$ cat src/rtl/xlr_mem_arb.sv
// Two-requester (host / accelerator) arbiter for the banked accelerator memory port.
// Optional per-bank conflict counters are enabled with `define XLR_MEM_ARB_STATS_EN.
module xlr_mem_arb #(
    parameter  int NUM_MEMS           = 1,
    parameter  int LOG2_LINES_PER_MEM = 4,
    parameter  int LINE_W             = 256,
    localparam int BE_W               = LINE_W / 8
) (
    input  logic                                   clk,
    input  logic                                   rst_n,
    input  logic [NUM_MEMS*LOG2_LINES_PER_MEM-1:0] h_mem_addr,
    input  logic [NUM_MEMS*LINE_W-1:0]             h_mem_wdata,
    input  logic [NUM_MEMS*BE_W-1:0]               h_mem_be,
    input  logic [NUM_MEMS-1:0]                    h_mem_rd,
    input  logic [NUM_MEMS-1:0]                    h_mem_wr,
    output logic [NUM_MEMS-1:0]                    h_mem_gnt,
    output logic [NUM_MEMS*LINE_W-1:0]             h_mem_rdata,
    output logic [NUM_MEMS-1:0]                    h_mem_rvalid,
    input  logic [NUM_MEMS*LOG2_LINES_PER_MEM-1:0] a_mem_addr,
    input  logic [NUM_MEMS*LINE_W-1:0]             a_mem_wdata,
    input  logic [NUM_MEMS*BE_W-1:0]               a_mem_be,
    input  logic [NUM_MEMS-1:0]                    a_mem_rd,
    input  logic [NUM_MEMS-1:0]                    a_mem_wr,
    output logic [NUM_MEMS-1:0]                    a_mem_gnt,
    output logic [NUM_MEMS*LINE_W-1:0]             a_mem_rdata,
    output logic [NUM_MEMS-1:0]                    a_mem_rvalid,
    output logic [NUM_MEMS*LOG2_LINES_PER_MEM-1:0] mem_addr,
    output logic [NUM_MEMS*LINE_W-1:0]             mem_wdata,
    output logic [NUM_MEMS*BE_W-1:0]               mem_be,
    output logic [NUM_MEMS-1:0]                    mem_rd,
    output logic [NUM_MEMS-1:0]                    mem_wr,
    input  logic [NUM_MEMS*LINE_W-1:0]             mem_rdata
`ifdef XLR_MEM_ARB_STATS_EN
    ,
    output logic [NUM_MEMS*16-1:0]                 conflict_cnt
`endif
);

    localparam int AW = LOG2_LINES_PER_MEM;

    genvar gi;
    generate
        for (gi = 0; gi < NUM_MEMS; gi++) begin : g_bank
            logic h_req, a_req, h_win, a_win;
            logic prio_q, prio_d;   // 0 favours host, 1 favours accelerator
            logic pend_q, pend_d;
            logic owner_q, owner_d; // 0 host, 1 accelerator

            assign h_req = h_mem_rd[gi] | h_mem_wr[gi];
            assign a_req = a_mem_rd[gi] | a_mem_wr[gi];

            // Reset gating here also zeroes the memory bus and grants during reset.
            assign h_win = rst_n & h_req & (~a_req | ~prio_q);
            assign a_win = rst_n & a_req & (~h_req |  prio_q);

            assign h_mem_gnt[gi] = h_win;
            assign a_mem_gnt[gi] = a_win;

            always_comb begin
                mem_addr[gi*AW +: AW]          = '0;
                mem_wdata[gi*LINE_W +: LINE_W] = '0;
                mem_be[gi*BE_W +: BE_W]        = '0;
                mem_rd[gi]                     = 1'b0;
                mem_wr[gi]                     = 1'b0;
                if (h_win) begin
                    mem_addr[gi*AW +: AW]          = h_mem_addr[gi*AW +: AW];
                    mem_wdata[gi*LINE_W +: LINE_W] = h_mem_wdata[gi*LINE_W +: LINE_W];
                    mem_be[gi*BE_W +: BE_W]        = h_mem_be[gi*BE_W +: BE_W];
                    mem_rd[gi]                     = h_mem_rd[gi];
                    mem_wr[gi]                     = h_mem_wr[gi];
                end else if (a_win) begin
                    mem_addr[gi*AW +: AW]          = a_mem_addr[gi*AW +: AW];
                    mem_wdata[gi*LINE_W +: LINE_W] = a_mem_wdata[gi*LINE_W +: LINE_W];
                    mem_be[gi*BE_W +: BE_W]        = a_mem_be[gi*BE_W +: BE_W];
                    mem_rd[gi]                     = a_mem_rd[gi];
                    mem_wr[gi]                     = a_mem_wr[gi];
                end
            end

            always_comb begin
                prio_d  = prio_q;
                if (h_win) begin
                    prio_d = 1'b1;
                end else if (a_win) begin
                    prio_d = 1'b0;
                end
                pend_d  = mem_rd[gi];
                owner_d = a_win;
            end

            always_ff @(posedge clk) begin
                if (!rst_n) begin
                    prio_q  <= 1'b0;
                    pend_q  <= 1'b0;
                    owner_q <= 1'b0;
                end else begin
                    prio_q  <= prio_d;
                    pend_q  <= pend_d;
                    owner_q <= owner_d;
                end
            end

            assign h_mem_rvalid[gi] = rst_n & pend_q & ~owner_q;
            assign a_mem_rvalid[gi] = rst_n & pend_q &  owner_q;
            assign h_mem_rdata[gi*LINE_W +: LINE_W] = owner_q ? '0 : mem_rdata[gi*LINE_W +: LINE_W];
            assign a_mem_rdata[gi*LINE_W +: LINE_W] = owner_q ? mem_rdata[gi*LINE_W +: LINE_W] : '0;

`ifdef XLR_MEM_ARB_STATS_EN
            logic [15:0] cnt_q, cnt_d;

            // Saturating count of cycles where both masters want this bank.
            always_comb begin
                cnt_d = cnt_q;
                if (h_req && a_req && (cnt_q != 16'hFFFF)) begin
                    cnt_d = cnt_q + 16'd1;
                end
            end

            always_ff @(posedge clk) begin
                if (!rst_n) begin
                    cnt_q <= 16'd0;
                end else begin
                    cnt_q <= cnt_d;
                end
            end

            assign conflict_cnt[gi*16 +: 16] = cnt_q;
`endif
        end
    endgenerate

endmodule
$ cat config.mk
export PLATFORM = sky130hd
export DESIGN_NAME = xlr_mem_arb
export DESIGN_NICKNAME = d
export VERILOG_FILES = /design/src/rtl/xlr_mem_arb.sv
export SDC_FILE = /design/constraint.sdc
export NUM_CORES = 1
export LEC_CHECK = 0
export CAP_MARGIN = 25
export CORE_AREA = 2 2 650 652
export CTS_CLUSTER_SIZE = 25
export DETAILED_ROUTE_END_ITERATION = 10
export DIE_AREA = 0 0 652 654
export GPL_TIMING_DRIVEN = 0
export PLACE_DENSITY_LB_ADDON = 0.1
export SLEW_MARGIN = 25
export SYNTH_ARGS = -nofsm -noshare
export SYNTH_HDL_FRONTEND = slang
export SYNTH_SLANG_ARGS = --single-unit
$ cat constraint.sdc
create_clock -name clk -period 2.8 [get_ports clk]
set_input_delay 0.84 -clock clk [delete_from_list [all_inputs] [get_ports clk]]
set_output_delay 0.84 -clock clk [all_outputs]
set_load 0.05 [all_outputs]
==> out/metrics.csv, run 1 <==
metric;value;unit
min_delay_path_depth;2;
gr-total-overflow;0;
leakagePower;0.0142;µW
fp.dieW;652;µm
layout_setup_ws;-576;ps
syn_area_per_cell;7.04;µm²
critPathCaptureType;output pin;
root_buffer;clkbuf_16;
area.growth.synth_to_final;422;%
wire_per_inst;39.2;µm
io_pins;1656;
start_util;1.59;%
drive_gt1_share;49.6;%
clkSinkCount;3;
fin_crit;3380;ps
async_reset_ff_share;0;%
synth_top_area_share;38.3;%
portBuffers;1655;
place_area;0.0312;mm²
max_slew.worst_pin.slew;679;ps
synth_commonest_cells;292 x a22o_1, 256 x and2_1, 256 x nor2b_1;
cts_buffers;3;
cp_max_fo;10;
synth.largest_area_cell;a22o_1;
grt_pass1_vias;16700;
relSlewSlack;54.7;%
synth_cell_type_count;21;
power_density;316;mW/mm²
worstSetupPathType;input port to output pin;
cts_tree;built;
timing.hold.ws;647;ps
yosys.cell_count.top_type;a22o_1;
critPathLaunchType;input port;
ys_top_cells_by_area;a22o_1 38%, and2_1 24%, nor2b_1 24%;
via_count;16800;
coreArea;0.419;mm²
grt_pass1_wl;359000;µm
grt_usage;14.4;%
reg2reg_from;g_bank[0].prio_q;
dp_cells;8124;
layout.nets;3492;
first_pass_iters;4;
hold_viol;0;
syn_area;0.00667;mm²
reg2reg_depth;4;
status;finished with violations;
clock_latency;240;ps
synth-edff-count;0;
path_clk_slew;30;ps
htree_levels;1;
startpoint;h_mem_wr;
syn_nets;1794;
clockBufferDepth;2;
clock.fmax;296;MHz
ant_nets;0;
hold_class;register to register;
viasPerCell;2.04;
whs_endpoint;g_bank[0].pend_q;
place.gp.congestion;0.913;
maxCapViolations;0;
cp_data_required_time;1960;ps
drc_errors;0;
placementRows;238;
ir_drop;134;µV
violations;negative setup slack;
die_area;0.426;mm²
r2r_slack;1510;ps
hold_start;g_bank[0].prio_q;
synth_warnings;0;
design_area;0.0348;mm²
synth_ff_type;dfxtp_1;
maxSlewViolCount;0;
arrival;2540;ps
fin_skew;4.98;ps
grt_max_degree;11;
period_share;121;%
routed_wl;323000;µm
yosys_register_bits;3;
layout.cells.non_filler;8236;
yosysSeqAreaShare;0.900;%
post-dp-hpwl;308000;µm
setup_viol;297;
drt_iter0_drc;785;
rr_endpoint;g_bank[0].prio_q;
grt_antenna_before_repair;311;
die_y;654;µm
synthCells;948;
rsz0062_at_grt;true;
-- cell usage in the layout, fill, tap and decap left out, types with 99 or more instances in the layout --
master and instances:
clkdlybuf4s50_1 728, a22o_4 266, and2_1 248, clkbuf_2 238
nor2b_1 225, buf_12 181, clkbuf_4 152, buf_8 107
dlymetal6s2s_1 102, buf_2 100, buf_6 99
-- sequential cells by signal, indices dropped and copies added (netlist names) --
name	count
g_bank.owner_q	1
g_bank.pend_q	1
g_bank.prio_q	1
-- cell type report --
type	count	area [µm²]
Multi-Input combinational cell	822	8410
Clock buffer	4	78.8
Inverter	1	3.75
Fill cell	49000	384000
Buffer	116	1530
Antenna cell	71	178
Sequential cell	3	60.1
Timing Repair Buffer	1699	17600
Tap cell	5520	6910
-- what timing repair did --
item	CTS	global route
endpoints found under the setup margin	810	803
pin swaps	37	28
hold buffers	0	0
buffers inserted	12	12
gates cloned	4	17
gates resized for setup	3041	2136
-- critical path, cell delays in order --
cell     delay (ps)
buf_8           110
or2_4           250
buf_6           120
a21oi_4         160
buf_12          180
buf_16          190
buf_12          190
a22o_4          180
buf_4           210
-- stage by stage --
stage / worst slack, ps / TNS (ps) / total power [µW] / util (%)
5_1_grt: -623 / -153340 / 11400 / 8.26
6_report: -576 / -140040 / 11000 / 8.30
3_5_place_dp: -3470 / -1411020 / 9900 / 7.45
4_1_cts: -613 / -345660 / 10600 / 7.89
2_1_floorplan: -30.7 / -4980 / 4420 / -
3_3_place_gp: -3470 / -2017300 / 9940 / 7.47
-- cell families (layout without fill, tap and decap cells) --
family          Yosys count  after routing  synth area share, %
compound gates          301            301                 39.4
flops                     3              3                0.900
simple gates            521            521                 48.9
buf+inv                 123           1820                 10.9
other cells               0             71                    0
-- worst max path at each step --
stage,endpoint,slack [ps]
after floorplan,mem_be[27],-30
after global placement,mem_wdata[208],-3470
after detailed placement,mem_wdata[208],-3470
after CTS,mem_wdata[169],-610
after global routing,mem_wdata[206],-620
final,mem_wdata[206],-580
-- power breakdown --
group | switching (µW) | internal (µW)
clock network | 43.3 | 188
logic | 6800 | 3900
registers | 4.75 | 46.8
total | 6850 | 4140
-- metal layers --
layer | global-route usage (%) | vias up | wire length [µm]
met5 | 0 | - | 853
met4 | 1.77 | 134 | 6710
met3 | 6.96 | 488 | 37400
met2 | 25.6 | 1336 | 158000
met1 | 15.7 | 7933 | 121000
li1 | - | 6896 | -
No activity file was read; power rests on OpenSTA's default activity.
==> inputs of run 2 (changes only) <==
Settings changed: MAX_ROUTING_LAYER from default to met4.
==> out/metrics.csv, run 2 (synthesis results as in run 1) <==
metric;value;unit;change
n_fill_cell;49000;;-0.078%
clkSinkCount;3;;unchanged
hold_viol;0;;unchanged
switching_share;61.9;%;-0.46 points
routed_wl;325000;µm;+0.61%
worstSetupPathType;input port to output pin;;
grt_pass1_vias;16900;;+1.3%
reg2reg_depth;7;;+3
viasPerCell;2.01;;-1.6%
wire_per_inst;39.1;µm;-0.42%
reg.largest.list;g_bank.owner_q (1), g_bank.pend_q (1), g_bank.prio_q (1);;
power_frac_clock;2.1;%;about the same
die_area;0.426;mm²;unchanged
rsz0062_at_grt;true;;
drive_gt1_share;49.5;%;about the same
ant_nets;0;;unchanged
clock_latency;230;ps;about the same
combPwrFrac;97.5;%;about the same
via_count;16700;;-0.60%
gr-usage-met1;15.9;%;+0.24 points
switchingPower;6880;µW;+0.41%
mostFrequentLayoutCell;clkdlybuf4s50_1;;
cts_buffers;3;;unchanged
multi_input_area;0.00841;mm²;about the same
maxCapViolations;0;;unchanged
whs_endpoint;g_bank[0].pend_q;;
r2r_slack;1240;ps;-270 ps
p_int;4240;µW;+2.4%
grtUsageMet3;6.91;%;-0.054 points
layout.nets;3505;;+0.37%
maxSlewViolCount;0;;unchanged
die_y;654;µm;unchanged
status;finished with violations;;
drt_iter0_drc;757;;-3.6%
placementRows;238;;unchanged
layout_setup_ws;-567;ps;+9.09 ps
fin_crit;3370;ps;-9.09 ps
fin_skew;4.38;ps;-0.603 ps
grt_use_met2;26.0;%;+0.47 points
relSlewSlack;54.5;%;-0.19 points
place.gp.congestion;0.926;;+1.4%
rr_endpoint;g_bank[0].prio_q;;
violations;negative setup slack;;
cp_max_fo;6;;-4
arrival;2530;ps;about the same
seq_power_share;0.5;%;about the same
portBuffers;1655;;unchanged
grt_antenna_before_repair;300;;-3.5%
fp.dieW;652;µm;unchanged
critPathLaunchType;input port;;
clockBufferDepth;2;;unchanged
setup_viol;303;;+2.0%
grt_max_degree;11;;unchanged
io_pins;1656;;unchanged
hold_start;g_bank[0].prio_q;;
htree_levels;1;;unchanged
post-dp-hpwl;308000;µm;+0.22%
max_slew.worst_pin.slew;683;ps;+3.94 ps
gr-total-overflow;0;;unchanged
grt_pass1_wl;363000;µm;+0.98%
clock.fmax;297;MHz;+0.27%
period_share;120;%;-0.32 points
area.growth.synth_to_final;429;%;
drc_errors;0;;unchanged
fin_util;8.41;%;+0.11 points
leakagePower;0.0142;µW;+0.60%
reg2reg_from;g_bank[0].prio_q;;
cp_data_required_time;1960;ps;about the same
path_clk_slew;30;ps;about the same
start_util;1.59;%;unchanged
hold_class;register to register;;
first_pass_iters;4;;unchanged
grt_usage;15.0;%;+0.61 points
critPathCaptureType;output pin;;
ff_latch_area;60.1;µm²;unchanged
power_density;315;mW/mm²;-0.22%
ir_drop;110;µV;-17%
mostFrequentLayoutCells;737 x clkdlybuf4s50_1, 306 x clkbuf_2, 268 x a22o_4;;
top_usage_layer;met2;;
root_buffer;clkbuf_16;;
cts_tree;built;;
min_delay_path_depth;2;;unchanged
coreArea;0.419;mm²;unchanged
dp_slack;-3500;ps;-31.5 ps
run 2: changes by cell type in the layout (fill, tap and decap cells not counted), moves of 10 or more:
cell / previous run / this run
clkbuf_4: 152 / 88
buf_12: 181 / 215
diode_2: 71 / 143
buf_8: 107 / 70
buf_6: 99 / 86
clkbuf_2: 238 / 306
clkbuf_16: 21 / 10
clkdlybuf4s15_2: 2 / 12
buf_16: 12 / 32
run 2: worst max path at each step:
| stage | start | end |
|---|---|---|
| 2_1_floorplan | h_mem_wr | mem_be[27] |
| 3_3_place_gp | rst_n | mem_wdata[208] |
| 3_5_place_dp | rst_n | mem_wdata[208] |
| 4_1_cts | mem_rdata[12] | h_mem_rdata[12] |
| 5_1_grt | h_mem_wr | mem_wdata[195] |
| 6_report | h_mem_wr | mem_wdata[195] |
run 2: power groups by stage:
stage          clock network, µW  registers, µW  logic (µW)
6_report                     228           52.2       10800
5_1_grt                      237           53.3       11300
4_1_cts                      231           52.9       10600
3_5_place_dp                   0           53.3        9860
3_3_place_gp                   0           53.2        9890
2_1_floorplan                  0           48.8        4370
run 2: repair_timing:
action,in CTS,in global routing
pin swaps,38,85
endpoints found under the setup margin,810,783
buffers inserted,21,6
gates cloned,21,5
hold buffers,0,0
resized for setup,3101,1909
run 2: metal layers:
layer  wire (µm)  vias up
met4        6750        0
met5           0        -
met3       37700      360
met1      122000     8033
li1            -     7021
met2      159000     1273
run 2: cell type report:
type,count,area share [%]
timing repair buffer,1708,50.7
multi-input combinational,822,23.8
tap,5520,19.6
buffer,120,4.48
antenna,143,1.01
clock buffer,4,0.223
sequential,3,0.170
inverter,1,0.0106
run 2: stage by stage:
step,hold WS [ps],power (µW),setup TNS [ps],area (µm²),std cells
after global placement,621,9940,-1792410,31300,8123
after CTS,628,10800,-321730,33700,8171
after detailed placement,619,9920,-1384840,31300,8126
after floorplan,536,4420,-4980,7860,948
final,647,11100,-138680,35300,8321
after global routing,690,11600,-146970,35200,8286
run 2: worst max-delay path: stages:
cell,delay (ps)
buf_8,110
or2_4,260
and3_4,190
buf_6,130
buf_12,130
buf_16,160
buf_16,170
a22o_4,310
buf_12,170
==> inputs of run 3 (changes only) <==
Settings changed: TNS_END_PERCENT from default to 20.
==> out/metrics.csv, run 3 (synthesis results as in run 1) <==
metric;value;unit;change
grt_antenna_before_repair;357;;+19%
drive_gt1_share;31.2;%;-18 points
post-dp-hpwl;322000;µm;+4.3%
first_pass_iters;5;;+1
status;finished with violations;;
max_slew.worst_pin.slew;1010;ps;+325 ps
viasPerCell;2.02;;+0.66%
layout_setup_ws;-650;ps;-83.2 ps
die_area;0.426;mm²;unchanged
mostFrequentLayoutCells;951 x clkdlybuf4s50_1, 256 x and2_1, 249 x nor2b_1;;
coreArea;0.419;mm²;unchanged
mostFrequentLayoutCell;clkdlybuf4s50_1;;
wire_per_inst;40.6;µm;+3.9%
switchingPower;6720;µW;-2.4%
portBuffers;1655;;unchanged
fin_util;8.12;%;-0.30 points
cts_buffers;3;;unchanged
design_area;0.0340;mm²;-3.5%
switching_share;63.6;%;+1.7 points
critPathMostFrequentCell;clkdlybuf4s50_1;;
postCtsHoldBufs;0;;unchanged
cts_tree;built;;
gr-total-overflow;0;;unchanged
htree_levels;1;;unchanged
drc_errors;0;;unchanged
worstSetupPathType;input port to output pin;;
maxCapViolations;0;;unchanged
period_share;123;%;+3.0 points
worstPathCellList;clkdlybuf4s50_1 -> and2_1 -> clkdlybuf4s50_1;;
tns;-272520;ps;-133,840 ps
layout.nets;3493;;-0.34%
power_density;310;mW/mm²;-1.5%
area.growth.synth_to_final;410;%;
io_pins;1656;;unchanged
path_clk_slew;30;ps;about the same
routed_wl;336000;µm;+3.4%
power_frac_clock;2.2;%;about the same
p_int;3840;µW;-9.3%
grt_pass1_vias;16700;;-1.5%
clock_latency;220;ps;about the same
ir_drop;201;µV;+82%
grt_usage;15.5;%;+0.55 points
clock.fmax;290;MHz;-2.4%
maxSlewViolCount;0;;unchanged
via_count;16700;;+0.15%
violations;negative setup slack;;
start_util;1.59;%;unchanged
seq_power_share;0.5;%;about the same
fp.dieW;652;µm;unchanged
placementRows;238;;unchanged
worst-path-buf-inv;2;;-4
rsz0062_at_grt;true;;
critPathTopFamily;buffers and inverters;;
fin_crit;3450;ps;+83.2 ps
arrival;2610;ps;+80 ps
critPathMaxStageDelay;810;ps;+500 ps
clockBufferDepth;2;;unchanged
place_area;0.0307;mm²;-2.0%
clkSinkCount;3;;unchanged
leakagePower;0.0134;µW;-5.8%
dp_slack;-3150;ps;+350 ps
cp_max_fo;2;;-4
ant_nets;0;;unchanged
relSlewSlack;33.1;%;-21 points
grt_pass1_wl;374000;µm;+3.1%
root_buffer;clkbuf_16;;
cp_slowest_cell;clkdlybuf4s50_1;;
total_power;10600;µW;-5.0%
cp_data_required_time;1960;ps;about the same
place.gp.congestion;0.914;;-1.3%
grt_max_degree;11;;unchanged
fin_skew;2.41;ps;-1.97 ps
reg.largest.list;g_bank.owner_q (1), g_bank.pend_q (1), g_bank.prio_q (1);;
hold_class;register to register;;
setup_viol;674;;+120%
drt_iter0_drc;802;;+5.9%
critPathCaptureType;output pin;;
combPwrFrac;97.3;%;-0.2 points
die_y;654;µm;unchanged
critPathLaunchType;input port;;
hold_viol;0;;unchanged
-- run 3: cell types whose count changed in the layout (fill, tap and decap cells not counted), moves of 16 or more --
cell,change
dlygate4sd2_1,+130
clkbuf_4,-16
a22o_4,-89
buf_16,-16
diode_2,-30
buf_2,-50
nor2b_1,+25
buf_8,-22
buf_12,-87
clkdlybuf4s50_1,+214
clkbuf_2,-218
a22o_1,+85
nor2b_2,-18
-- run 3: worst paths after layout --
path / cells after the start / start / slack, ps / endpoint
max: 3 / mem_rdata[100] / -650 / a_mem_rdata[100]
min: 2 / g_bank[0].prio_q / 640 / g_bank[0].owner_q
max reg2reg: 4 / g_bank[0].prio_q / 1510 / g_bank[0].prio_q
min reg2reg: 2 / g_bank[0].prio_q / 640 / g_bank[0].owner_q
-- run 3: layer usage --
| metal | vias up | global-route usage, % | wire length (µm) |
|---|---|---|---|
| met5 | - | - | 0 |
| met4 | 0 | 0.725 | 3450 |
| met3 | 398 | 5.33 | 29500 |
| met2 | 1349 | 29.0 | 179000 |
| met1 | 8006 | 16.4 | 124000 |
| li1 | 6959 | - | - |
-- run 3: timing repair --
| action | in CTS | in global routing |
|---|---|---|
| hold endpoints to repair | 0 | 0 |
| setup endpoints to repair | 810 | 788 |
| setup buffers | 21 | 7 |
| pin swaps | 13 | 20 |
| resized for setup | 2509 | 772 |
| cloned | 13 | 5 |
-- run 3: through the flow --
stage                     instances  hold slack, ps
after global routing           8248             692
after CTS                      8163             641
after global placement         8123             647
final                          8279             641
after detailed placement       8127             643
after floorplan                 948             538
-- run 3: worst min-delay path, cell delays in order (launching register included) --
cell	delay, ps
dfxtp_1	320
inv_1	170
a21oi_1	110
-- run 3: power by group through the flow --
| stage | logic, µW | registers, µW | clock network, µW |
|---|---|---|---|
| finish | 10300 | 53.6 | 228 |
| floorplan | 4230 | 48.8 | 0 |
| global route | 10700 | 55.2 | 238 |
| CTS | 10300 | 54.3 | 234 |
| detailed placement | 9770 | 49.3 | 0 |
| global placement | 9810 | 49.5 | 0 |
-- run 3: area by class of cell --
type                       count  area, µm²
buffer                       116       1240
inverter                       1       3.75
fill                       49000     385000
timing repair buffer        1700      17900
sequential                     3       63.8
antenna                      113        283
tap                         5520       6910
multi-input combinational    822       7540
clock buffer                   4       78.8
